`src/rtl/obj_pkg.sv`:
```
// Shared types and defaults for the sprite object layer.
// Slot layout as held in the shadow and active banks.
package obj_pkg;
  localparam int N_OBJ_MAX     = 8;
  localparam int HALF_W        = 320;
  localparam int HALF_H        = 240;
  localparam int OBJ_W_DEF     = 20;
  localparam int OBJ_H_DEF     = 20;
  localparam int SHEET_W_DEF   = 320;
  localparam int ROM_DEPTH_DEF = 76800;
  localparam int ADDR_W_DEF    = 17;

  typedef struct packed {
    logic                  en;
    logic                  blink;
    logic [8:0]            x;
    logic [8:0]            y;
    logic [ADDR_W_DEF-1:0] base;
  } obj_slot_t;
endpackage

```
`src/rtl/obj_layer_engine_hit.sv`:
```
// Per-slot bounds test and texel offset for one object.
// Bounds use 10 bits so objects at the right/bottom edge clip.
module obj_hit_unit
  import obj_pkg::*;
#(
  parameter int OBJ_W = OBJ_W_DEF,
  parameter int OBJ_H = OBJ_H_DEF
) (
  input  logic [8:0] x,
  input  logic [8:0] y,
  input  logic       en,
  input  logic       blink,
  input  logic [8:0] ox,
  input  logic [8:0] oy,
  input  logic       blink_phase,
  output logic       hit,
  output logic [8:0] dx,
  output logic [8:0] dy
);
  logic [9:0] x_end;
  logic [9:0] y_end;
  logic       in_x;
  logic       in_y;

  assign x_end = {1'b0, ox} + 10'(OBJ_W);
  assign y_end = {1'b0, oy} + 10'(OBJ_H);
  assign in_x  = (x >= ox) && ({1'b0, x} < x_end);
  assign in_y  = (y >= oy) && ({1'b0, y} < y_end);
  assign hit   = en && !(blink && blink_phase) && in_x && in_y;
  assign dx    = x - ox;
  assign dy    = y - oy;
endmodule

```
`src/rtl/obj_layer_engine.sv`:
```
// Multi-object sprite layer: half-res hit test, priority select,
// sheet address generation; 2-cycle latency, frame-synced commit.
module obj_layer_engine
  import obj_pkg::*;
#(
  parameter int N_OBJ        = 4,
  parameter int OBJ_W        = OBJ_W_DEF,
  parameter int OBJ_H        = OBJ_H_DEF,
  parameter int ADDR_W       = ADDR_W_DEF,
  parameter int SHEET_W      = SHEET_W_DEF,
  parameter int ROM_DEPTH    = ROM_DEPTH_DEF,
  parameter int BLINK_FRAMES = 30
) (
  input  logic              clk,
  input  logic              rst,
  input  logic [9:0]        h_cnt,
  input  logic [9:0]        v_cnt,
  input  logic              frame_start,
  input  logic              cfg_we,
  input  logic [2:0]        cfg_idx,
  input  logic              cfg_en,
  input  logic              cfg_blink,
  input  logic [8:0]        cfg_x,
  input  logic [8:0]        cfg_y,
  input  logic [ADDR_W-1:0] cfg_base,
  output logic [ADDR_W-1:0] pixel_addr,
  output logic              isObject,
  output logic [2:0]        obj_id
);
  localparam int FCW = $clog2(BLINK_FRAMES + 1);
  localparam int SW  = ADDR_W + 1;

  obj_slot_t shadow    [N_OBJ];
  obj_slot_t shadow_nx [N_OBJ];
  obj_slot_t active    [N_OBJ];
  obj_slot_t new_slot;

  logic [FCW-1:0] frame_cnt;
  logic           blink_phase;

  logic [8:0]       x;
  logic [8:0]       y;
  logic [N_OBJ-1:0] hit;
  logic [8:0]       dx [N_OBJ];
  logic [8:0]       dy [N_OBJ];

  logic [N_OBJ-1:0]  s1_hit;
  logic [8:0]        s1_dx   [N_OBJ];
  logic [8:0]        s1_dy   [N_OBJ];
  logic [ADDR_W-1:0] s1_base [N_OBJ];

  logic              sel_hit;
  logic [2:0]        sel_id;
  logic [8:0]        sel_dx;
  logic [8:0]        sel_dy;
  logic [ADDR_W-1:0] sel_base;
  logic [SW-1:0]     sum;
  logic [SW-1:0]     wrapped;

  assign new_slot = '{
    en:    cfg_en,
    blink: cfg_blink,
    x:     cfg_x,
    y:     cfg_y,
    base:  ADDR_W_DEF'(cfg_base)
  };

  // Same-cycle write is folded in so a commit on that edge includes it.
  always_comb begin
    for (int i = 0; i < N_OBJ; i++) begin
      shadow_nx[i] = shadow[i];
      if (cfg_we && cfg_idx == 3'(i))
        shadow_nx[i] = new_slot;
    end
  end

  always_ff @(posedge clk) begin
    if (rst) begin
      for (int i = 0; i < N_OBJ; i++) begin
        shadow[i] <= '0;
        active[i] <= '0;
      end
      frame_cnt   <= '0;
      blink_phase <= 1'b0;
    end else begin
      for (int i = 0; i < N_OBJ; i++)
        shadow[i] <= shadow_nx[i];
      if (frame_start) begin
        for (int i = 0; i < N_OBJ; i++)
          active[i] <= shadow_nx[i];
        if (frame_cnt == FCW'(BLINK_FRAMES - 1)) begin
          frame_cnt   <= '0;
          blink_phase <= ~blink_phase;
        end else begin
          frame_cnt <= frame_cnt + 1'b1;
        end
      end
    end
  end

  assign x = h_cnt[9:1];
  assign y = v_cnt[9:1];

  for (genvar g = 0; g < N_OBJ; g++) begin : g_hit
    obj_hit_unit #(
      .OBJ_W(OBJ_W),
      .OBJ_H(OBJ_H)
    ) u_hit (
      .x          (x),
      .y          (y),
      .en         (active[g].en),
      .blink      (active[g].blink),
      .ox         (active[g].x),
      .oy         (active[g].y),
      .blink_phase(blink_phase),
      .hit        (hit[g]),
      .dx         (dx[g]),
      .dy         (dy[g])
    );
  end

  // Base is captured with the hit so a commit cannot split a pixel.
  always_ff @(posedge clk) begin
    if (rst) begin
      s1_hit <= '0;
      for (int i = 0; i < N_OBJ; i++) begin
        s1_dx[i]   <= '0;
        s1_dy[i]   <= '0;
        s1_base[i] <= '0;
      end
    end else begin
      s1_hit <= hit;
      for (int i = 0; i < N_OBJ; i++) begin
        s1_dx[i]   <= dx[i];
        s1_dy[i]   <= dy[i];
        s1_base[i] <= ADDR_W'(active[i].base);
      end
    end
  end

  always_comb begin
    sel_hit  = 1'b0;
    sel_id   = '0;
    sel_dx   = '0;
    sel_dy   = '0;
    sel_base = '0;
    for (int i = N_OBJ - 1; i >= 0; i--) begin
      if (s1_hit[i]) begin
        sel_hit  = 1'b1;
        sel_id   = 3'(i);
        sel_dx   = s1_dx[i];
        sel_dy   = s1_dy[i];
        sel_base = s1_base[i];
      end
    end
  end

  assign sum = SW'(sel_base) + SW'(sel_dx)
             + SW'(32'(sel_dy) * SHEET_W);
  assign wrapped = (sum >= SW'(ROM_DEPTH))
                 ? sum - SW'(ROM_DEPTH) : sum;

  always_ff @(posedge clk) begin
    if (rst) begin
      isObject   <= 1'b0;
      obj_id     <= '0;
      pixel_addr <= '0;
    end else begin
      isObject   <= sel_hit;
      obj_id     <= sel_id;
      pixel_addr <= sel_hit ? ADDR_W'(wrapped) : '0;
    end
  end
endmodule

```
`config.mk`:
```
export PLATFORM = sky130hd
export DESIGN_NAME = obj_layer_engine
export DESIGN_NICKNAME = d
export VERILOG_FILES = /design/src/rtl/obj_pkg.sv /design/src/rtl/obj_layer_engine_hit.sv /design/src/rtl/obj_layer_engine.sv
export SDC_FILE = /design/constraint.sdc
export NUM_CORES = 1
export LEC_CHECK = 0
export CORE_ASPECT_RATIO = 0.9
export CORE_UTILIZATION = 26
export DETAILED_ROUTE_END_ITERATION = 6
export PLACE_DENSITY = 0.44
export SLEW_MARGIN = 5
export SYNTH_ARGS = -nofsm -noshare
export SYNTH_HDL_FRONTEND = slang
export SYNTH_HIERARCHICAL = 1
export SYNTH_SLANG_ARGS = --single-unit
```
`constraint.sdc`:
```
create_clock -name clk -period 6.3 [get_ports clk]
set_input_delay 1.26 -clock clk [delete_from_list [all_inputs] [get_ports clk]]
set_output_delay 1.26 -clock clk [all_outputs]
set_load 0.01 [all_outputs]
```
Word-level counts from Yosys, hierarchy flattened
Memories as Yosys holds them, arrays and structs flattened.
Index checks and enable logic that the tools add are counted.
{"block": "word_totals", "word_cells": 166, "register_bits": 31, "latchBits": 0, "n_memories": 5, "rom_bits": 0, "inputBits": 64, "ramBits": 436, "out_inout_bits": 21}
{"block": "classes", "multipliers": 1, "order_cmp": 17, "muxes": 51, "n_shift": 0, "n_eq_ne": 4, "n_reduce_logical": 38, "addsub": 20, "bitwise": 22, "div": 0}
{"memory": "active", "depth": 4, "width": 37, "rd": 4, "rd_ports_with_merged_regs": 0, "wr": 4, "line_no": "obj_layer_engine.sv:35", "text": "obj_slot_t active [N_OBJ];"}
{"memory": "shadow", "depth": 4, "width": 37, "rd": 4, "rd_ports_with_merged_regs": 0, "wr": 4, "line_no": "obj_layer_engine.sv:33", "text": "obj_slot_t shadow [N_OBJ];"}
{"memory": "s1_base", "depth": 4, "width": 17, "rd": 4, "rd_ports_with_merged_regs": 0, "wr": 4, "line_no": "obj_layer_engine.sv:50", "text": "logic [ADDR_W-1:0] s1_base [N_OBJ];"}
{"memory": "s1_dx", "depth": 4, "width": 9, "rd": 4, "rd_ports_with_merged_regs": 0, "wr": 4, "line_no": "obj_layer_engine.sv:48", "text": "logic [8:0] s1_dx [N_OBJ];"}
{"memory": "s1_dy", "depth": 4, "width": 9, "rd": 4, "rd_ports_with_merged_regs": 0, "wr": 4, "line_no": "obj_layer_engine.sv:49", "text": "logic [8:0] s1_dy [N_OBJ];"}
{"operator": "2-to-1 mux 37 bit", "count": 12}
{"operator": "2-to-1 mux 17 bit", "count": 9}
{"operator": "2-to-1 mux 9 bit", "count": 16}
{"operator": "adder 9 x 5 -> 10 bit, second input constant", "count": 8}
{"operator": "< comparator 9 x 10 -> 1 bit", "count": 8}
{"operator": ">= comparator 9 bit", "count": 8}
{"operator": "subtractor 9 bit", "count": 8}
{"operator": "logical AND 1 bit", "count": 28}
{"operator": "OR 1 bit", "count": 20}
{"operator": "adder 17 x 9 -> 18 bit", "count": 1}
{"operator": "adder 18 bit", "count": 1}
{"operator": ">= comparator 18 x 17 -> 1 bit, second input constant", "count": 1}
{"operator": "subtractor 17 bit, second input constant", "count": 1}
{"operator": "multiplier 9 x 3 -> 12 bit, second input constant", "count": 1}
{"operator": "2-to-1 mux 1 bit", "count": 11}
{"operator": "== test 3 x 2 -> 1 bit, second input constant", "count": 2}
{"operator": "adder 5 x 1 -> 5 bit, second input constant", "count": 1}
{"operator": "== test 5 bit, second input constant", "count": 1}
{"operator": "2-to-1 mux 5 bit", "count": 1}
{"operator": "zero test 1 bit", "count": 4}
{"operator": "2-to-1 mux 2 bit", "count": 2}
{"operator": "OR reduction 2 bit", "count": 2}
{"operator": "OR reduction 4 bit", "count": 1}
{"operator": "== test 3 x 1 -> 1 bit, second input constant", "count": 1}
{"operator": "4 further kinds", "count": 5}

Depth between registers and ports, before layout
An unclocked memory read counts as a cell.
{"block": "depth", "ltp_word": 9, "mapped_depth": 28, "ltp_nobuf": 25}

Cells and area by module
The synthesis kept the hierarchy.
{"mod": "obj_layer_engine", "area_per_inst_um2": 17830.9, "cells_per_inst": 1745, "seq_area_each_um2": 10810.4, "n_inst": 1}
{"mod": "obj_hit_unit at g_hit[0].u_hit ...", "area_per_inst_um2": 1373.8, "cells_per_inst": 183, "seq_area_each_um2": 0.0, "n_inst": 3}
{"mod": "obj_hit_unit at g_hit[1].u_hit", "area_per_inst_um2": 1371.3, "cells_per_inst": 185, "seq_area_each_um2": 0.0, "n_inst": 1}

Worst setup path before layout
OpenSTA, ideal clock, no wires.
{"block": "synth_path", "path_kind": "reg-to-reg", "startpoint": "register s1_hit[2]", "endpoint": "register pixel_addr[16]", "required_ns": 6.235, "path_stages_with_launch": 27, "period_less_slack_ns": 5.111, "path_buffers": 4, "setup_slack_ns": 1.189, "setup_time_ns": 0.065, "arrival_time_ns": 5.046, "path_cell_list": "dfxtp_1 > clkbuf_1 > nor2b_1 > clkbuf_1 > clkbuf_1 > a22oi_1 > nor2_1 > a21oi_1 > o21ai_0 > ha_1 > ha_1 > a21o_1 > a21oi_1 > o21bai_1 > a21oi_1 > xnor2_1 > ha_1 > ha_1 > a21o_1 > a21o_1 > a211oi_1 > o31ai_1 > xnor2_1 > buf_2 > nand2_1 > mux2_1 > nor2_1"}
{"block": "synth_via", "elab_chain_cells": 7, "elab_cells_between_ends": 20, "classes_between": "add/sub (3); mul (1); order compare (1); mux (13); bitwise (1); reduce/logical (1)"}
{"element": "start, declared", "line_no": "obj_layer_engine.sv:47", "text": "logic [N_OBJ-1:0] s1_hit;"}
{"element": "start signal, assigned", "line_no": "obj_layer_engine.sv:132", "text": "s1_hit <= hit;"}
{"element": "2-to-1 mux 9 bit / 2-to-1 mux 17 bit (equally long branches) (3 in series)", "line_no": "obj_layer_engine.sv:148", "text": "if (s1_hit[i]) begin"}
{"element": "multiplier 9 x 3 -> 12 bit / adder 17 x 9 -> 18 bit (equally long branches)", "line_no": "obj_layer_engine.sv:159, obj_layer_engine.sv:158"}
{"element": "adder 18 bit", "line_no": "obj_layer_engine.sv:159", "text": "+ SW'(32'(sel_dy) * SHEET_W);"}
{"element": "subtractor 17 bit / >= comparator 18 x 17 -> 1 bit (equally long branches)", "line_no": "obj_layer_engine.sv:161, obj_layer_engine.sv:160"}
{"element": "2-to-1 mux 17 bit", "line_no": "obj_layer_engine.sv:161", "text": "? sum - SW'(ROM_DEPTH) : sum;"}
{"element": "end signal, assigned", "line_no": "obj_layer_engine.sv:171", "text": "pixel_addr <= sel_hit ? ADDR_W'(wrapped) : '0;"}
{"element": "end, declared", "line_no": "obj_layer_engine.sv:26", "text": "output logic [ADDR_W-1:0] pixel_addr,"}
Parallel ways exist; a longest one is shown, timed or not.
A chain may end at the register's enable or synchronous reset.

Final worst setup path
{"block": "layout_path", "startpoint": "register s1_hit[3]", "endpoint": "register pixel_addr[16]"}
{"block": "layout_via", "elab_chain_cells": 8, "elab_cells_between_ends": 24, "classes_between": "add/sub (3); mul (1); order compare (1); mux (17); bitwise (1); reduce/logical (1)"}
{"element": "2-to-1 mux 9 bit / 2-to-1 mux 17 bit (equally long branches) (4 in series)", "line_no": "obj_layer_engine.sv:148"}
{"element": "multiplier 9 x 3 -> 12 bit / adder 17 x 9 -> 18 bit (equally long branches)", "line_no": "obj_layer_engine.sv:159, obj_layer_engine.sv:158"}
{"element": "adder 18 bit", "line_no": "obj_layer_engine.sv:159"}
{"element": "subtractor 17 bit / >= comparator 18 x 17 -> 1 bit (equally long branches)", "line_no": "obj_layer_engine.sv:161, obj_layer_engine.sv:160"}
{"element": "2-to-1 mux 17 bit", "line_no": "obj_layer_engine.sv:161"}
Parallel ways exist; a longest one is shown, timed or not.

==> metrics.cfg <==
[yosys]
synth_ff_type = dfxtp_1
synth_top_area_share_pct = 27.3
synth-seq-cells = 466
synth_edf_count = 148
synth_top_cell_by_area = dfxtp_1
syn-num-nets = 2739
yosys-top-cells-area = dfxtp_1 27%, edfxtp_1 19%, ha_1 9.8%
yosysWarningCount = 6
avgSynthCellArea_um2 = 9.41
syn-cell-area_um2 = 23300
async_reset_ff_share_pct = 0
synthDistinctLibCells = 76
syn_inst = 2479
ys_seq_area_share_pct = 46.3

[place]
dp.cells = 3633
gpl.final_weighted_congestion = 0.805
hpwl_um = 43900
pre_cts_ws_ns = 0.624
place_area_um2 = 25400
port_buffers = 81

[flow_run]
drv_cap = 0

[final_layout]
fin_area_um2 = 27200
fillCellCount = 9151
areaGrowthSynthToFinish_pct = 16.7
final_nets = 2792
final_common_cell = nand2_1
final_cell_mix = 368 x nand2_1, 316 x dfxtp_1, 248 x a21oi_1
drive_gt1_share_pct = 6.13
instances_no_fill = 3732
final_core_util_pct = 30.8

[setup_path]
reg2reg_from = s1_hit[3]$_SDFF_PP0_
r2r_cells = 23
cp-startpoint = s1_hit[3]$_SDFF_PP0_
cp.required_ns = 6.82
crit_path_start_kind = flop
crit_path_end = pixel_addr[16]$_SDFF_PP0_
r2r_end = pixel_addr[16]$_SDFF_PP0_
crit_fanout = 11
worstSetupEndpointType = flop
critPathKind = flop to flop
crit_arrival_ns = 6.28
r2r_slack_ns = 0.54

[die]
initial_core_util_pct = 26.4
pin_count = 85
core_um2 = 88300
num_rows = 103
die_h_um = 286
die_w_um = 318
die_area_um2 = 90900

[clocking]
ctsHoldBuffers = 0
cts_num_sinks = 466
clk_pin_slew_worst_paths_ns = 0.06
cts-root-buf = clkbuf_16
cts_max_level = 2
cts_resized = 0
cts_tree = yes
cts_buffer_depth = 3
cts_buffers = 52
post-cts-setup-buffers = 0
clkLatencyLatePin_ns = 0.63

[power_and_ir_drop]
ir_drop_v = 0.000199
power.net_switching_mw = 1.82
p_total_mw = 7.26
p_sw_share_pct = 25.1
p_leak_nw = 10.5
clockPowerShare_pct = 43.6
seqPwrFrac_pct = 45.4
power_frac_comb_pct = 11.0
p_int_mw = 5.44
p_per_area_nw_per_um2 = 267

[timing]
finClkSkew_ns = 0.0491
fin_setup_tns_ns = 0
drv_slew = 0
rsz0062_at_grt = false
worstMarginPinSlew_ns = 1.25
whs_ns = 0.446
finalHoldViolCount = 0
setup_violations = 0
relSlewSlack_pct = 15.5
period_share_pct = 91.4
max_freq_ghz = 0.174
fin_crit_ns = 5.76
layout_setup_ws_ns = 0.542

[drt]
viasPerCell = 4.51
ant_nets = 0
wl_um = 63700
num_vias = 16835
wire_per_inst_um = 17.1
drc = 0
drt_iter0_markers = 878
drtPass1Iterations = 5

[outcome]
status = complete, no violations

[grt]
grt_pass1_vias = 16914
grt.total_usage_pct = 13.8
grt-ovfl-total = 0
grt.met3_usage_pct = 1.85
grt_max_degree = 187
gr-usage-met1_pct = 19.1
use_met2_pct = 22.4
grt_pass1_wl_um = 98500
antenna_found_initial = 1
grt.busiest_layer = met2

[min_path]
hp-class = flop to flop
min_path_cells = 1

==> cells in the mapped netlist, types with 5 or more instances <==
cell and n:
nand2_1 368, dfxtp_1 318, a21oi_1 248, ha_1 183
nor2b_1 170, and2_1 154, edfxtp_1 148, nor2_1 131
inv_1 121, clkbuf_1 94, xnor2_1 87, o21ai_0 72
a22oi_1 33, a21o_1 26, nand4_1 22, xor2_1 22
nand2b_1 19, a211oi_1 18, nor3_1 18, o21a_1 16
o21ai_1 14, fa_1 13, nand3_1 13, buf_1 11
o2111ai_1 10, o21bai_1 10, a31oi_1 8, mux2i_1 8
o211ai_1 7, or3_1 6, a31oi_2 5, and3_1 5
nor4_1 5, o21ai_4 5, o31ai_1 5
==> power by group through the flow <==
| stage | sequential (mW) | clock, mW | combinational (mW) |
|---|---|---|---|
| floorplan | 3.34 | 0 | 0.556 |
| global placement | 3.36 | 0 | 0.790 |
| detailed placement | 3.36 | 0 | 0.807 |
| CTS | 3.30 | 3.26 | 0.811 |
| global route | 3.31 | 3.37 | 0.898 |
| finish | 3.30 | 3.16 | 0.801 |
==> area by class of cell <==
cell class	count	area, um^2	area share, %
timing repair buffer	107	1020	3.75
antenna	1	2.50	0.00919
tap	1155	1450	5.31
clock buffer	77	1530	5.61
multi-input combinational	1783	11700	42.9
clock inverter	21	282	1.03
sequential	466	10800	39.7
inverter	122	458	1.68
==> worst max-delay path, cell delays in order, from the launching register on <==
cell,delay (ns)
dfxtp_1,0.46
nor2b_2,0.44
a22oi_1,0.16
nor2_1,0.12
a21oi_1,0.06
o21ai_0,0.49
ha_1,0.38
ha_1,0.30
a21o_1,0.17
a21oi_1,0.20
o21bai_1,0.09
a21oi_1,0.23
xnor2_1,0.15
ha_1,0.26
ha_1,0.44
a21o_1,0.25
a21o_1,0.18
a211oi_1,0.27
o31ai_1,0.13
xnor2_1,0.18
buf_4,0.20
nand2_1,0.07
mux2_1,0.32
nor2_1,0.08
==> worst min-delay path by stage <==
| stage | start | to |
|---|---|---|
| finish | active[0][6]$_SDFFCE_PN0P_ | s1_base[0][6]$_SDFF_PP0_ |
| global route | active[3][13]$_SDFFCE_PN0P_ | s1_base[3][13]$_SDFF_PP0_ |
| CTS | active[0][6]$_SDFFCE_PN0P_ | s1_base[0][6]$_SDFF_PP0_ |
| detailed placement | active[0][6]$_SDFFCE_PN0P_ | s1_base[0][6]$_SDFF_PP0_ |
| global placement | active[1][1]$_SDFFCE_PN0P_ | s1_base[1][1]$_SDFF_PP0_ |
| floorplan | active[0][0]$_SDFFCE_PN0P_ | s1_base[0][0]$_SDFF_PP0_ |
==> logic make-up after synthesis <==
kind of cell	Yosys count	synth area share (%)
flip-flops	466	46.3
other	1	0.0161
multiplexers	9	0.392
AO/OA/AOI/OAI	526	14.2
buffers and inverters	230	3.73
adder cells (fa/ha/maj)	196	10.9
AND/OR/NAND/NOR	941	20.1
XOR/XNOR	110	4.21
==> flip-flops by register name (all words and copies together), names as in the netlist, 4 cells and up <==
name,flops
frame_cnt,5
pixel_addr,17
s1_hit,4
shadow,148
s1_dy,36
s1_base,68
s1_dx,36
active,148
==> per-layer routing <==
metal / share of wire (%) / vias to the layer above / wire length, um
met5: 0 / - / 0
met4: 2.5 / 0 / 1560
met3: 3.3 / 97 / 2100
met2: 44 / 251 / 28200
met1: 50 / 7930 / 31800
li1: - / 8557 / -
Power figures use the tool's default switching activity.
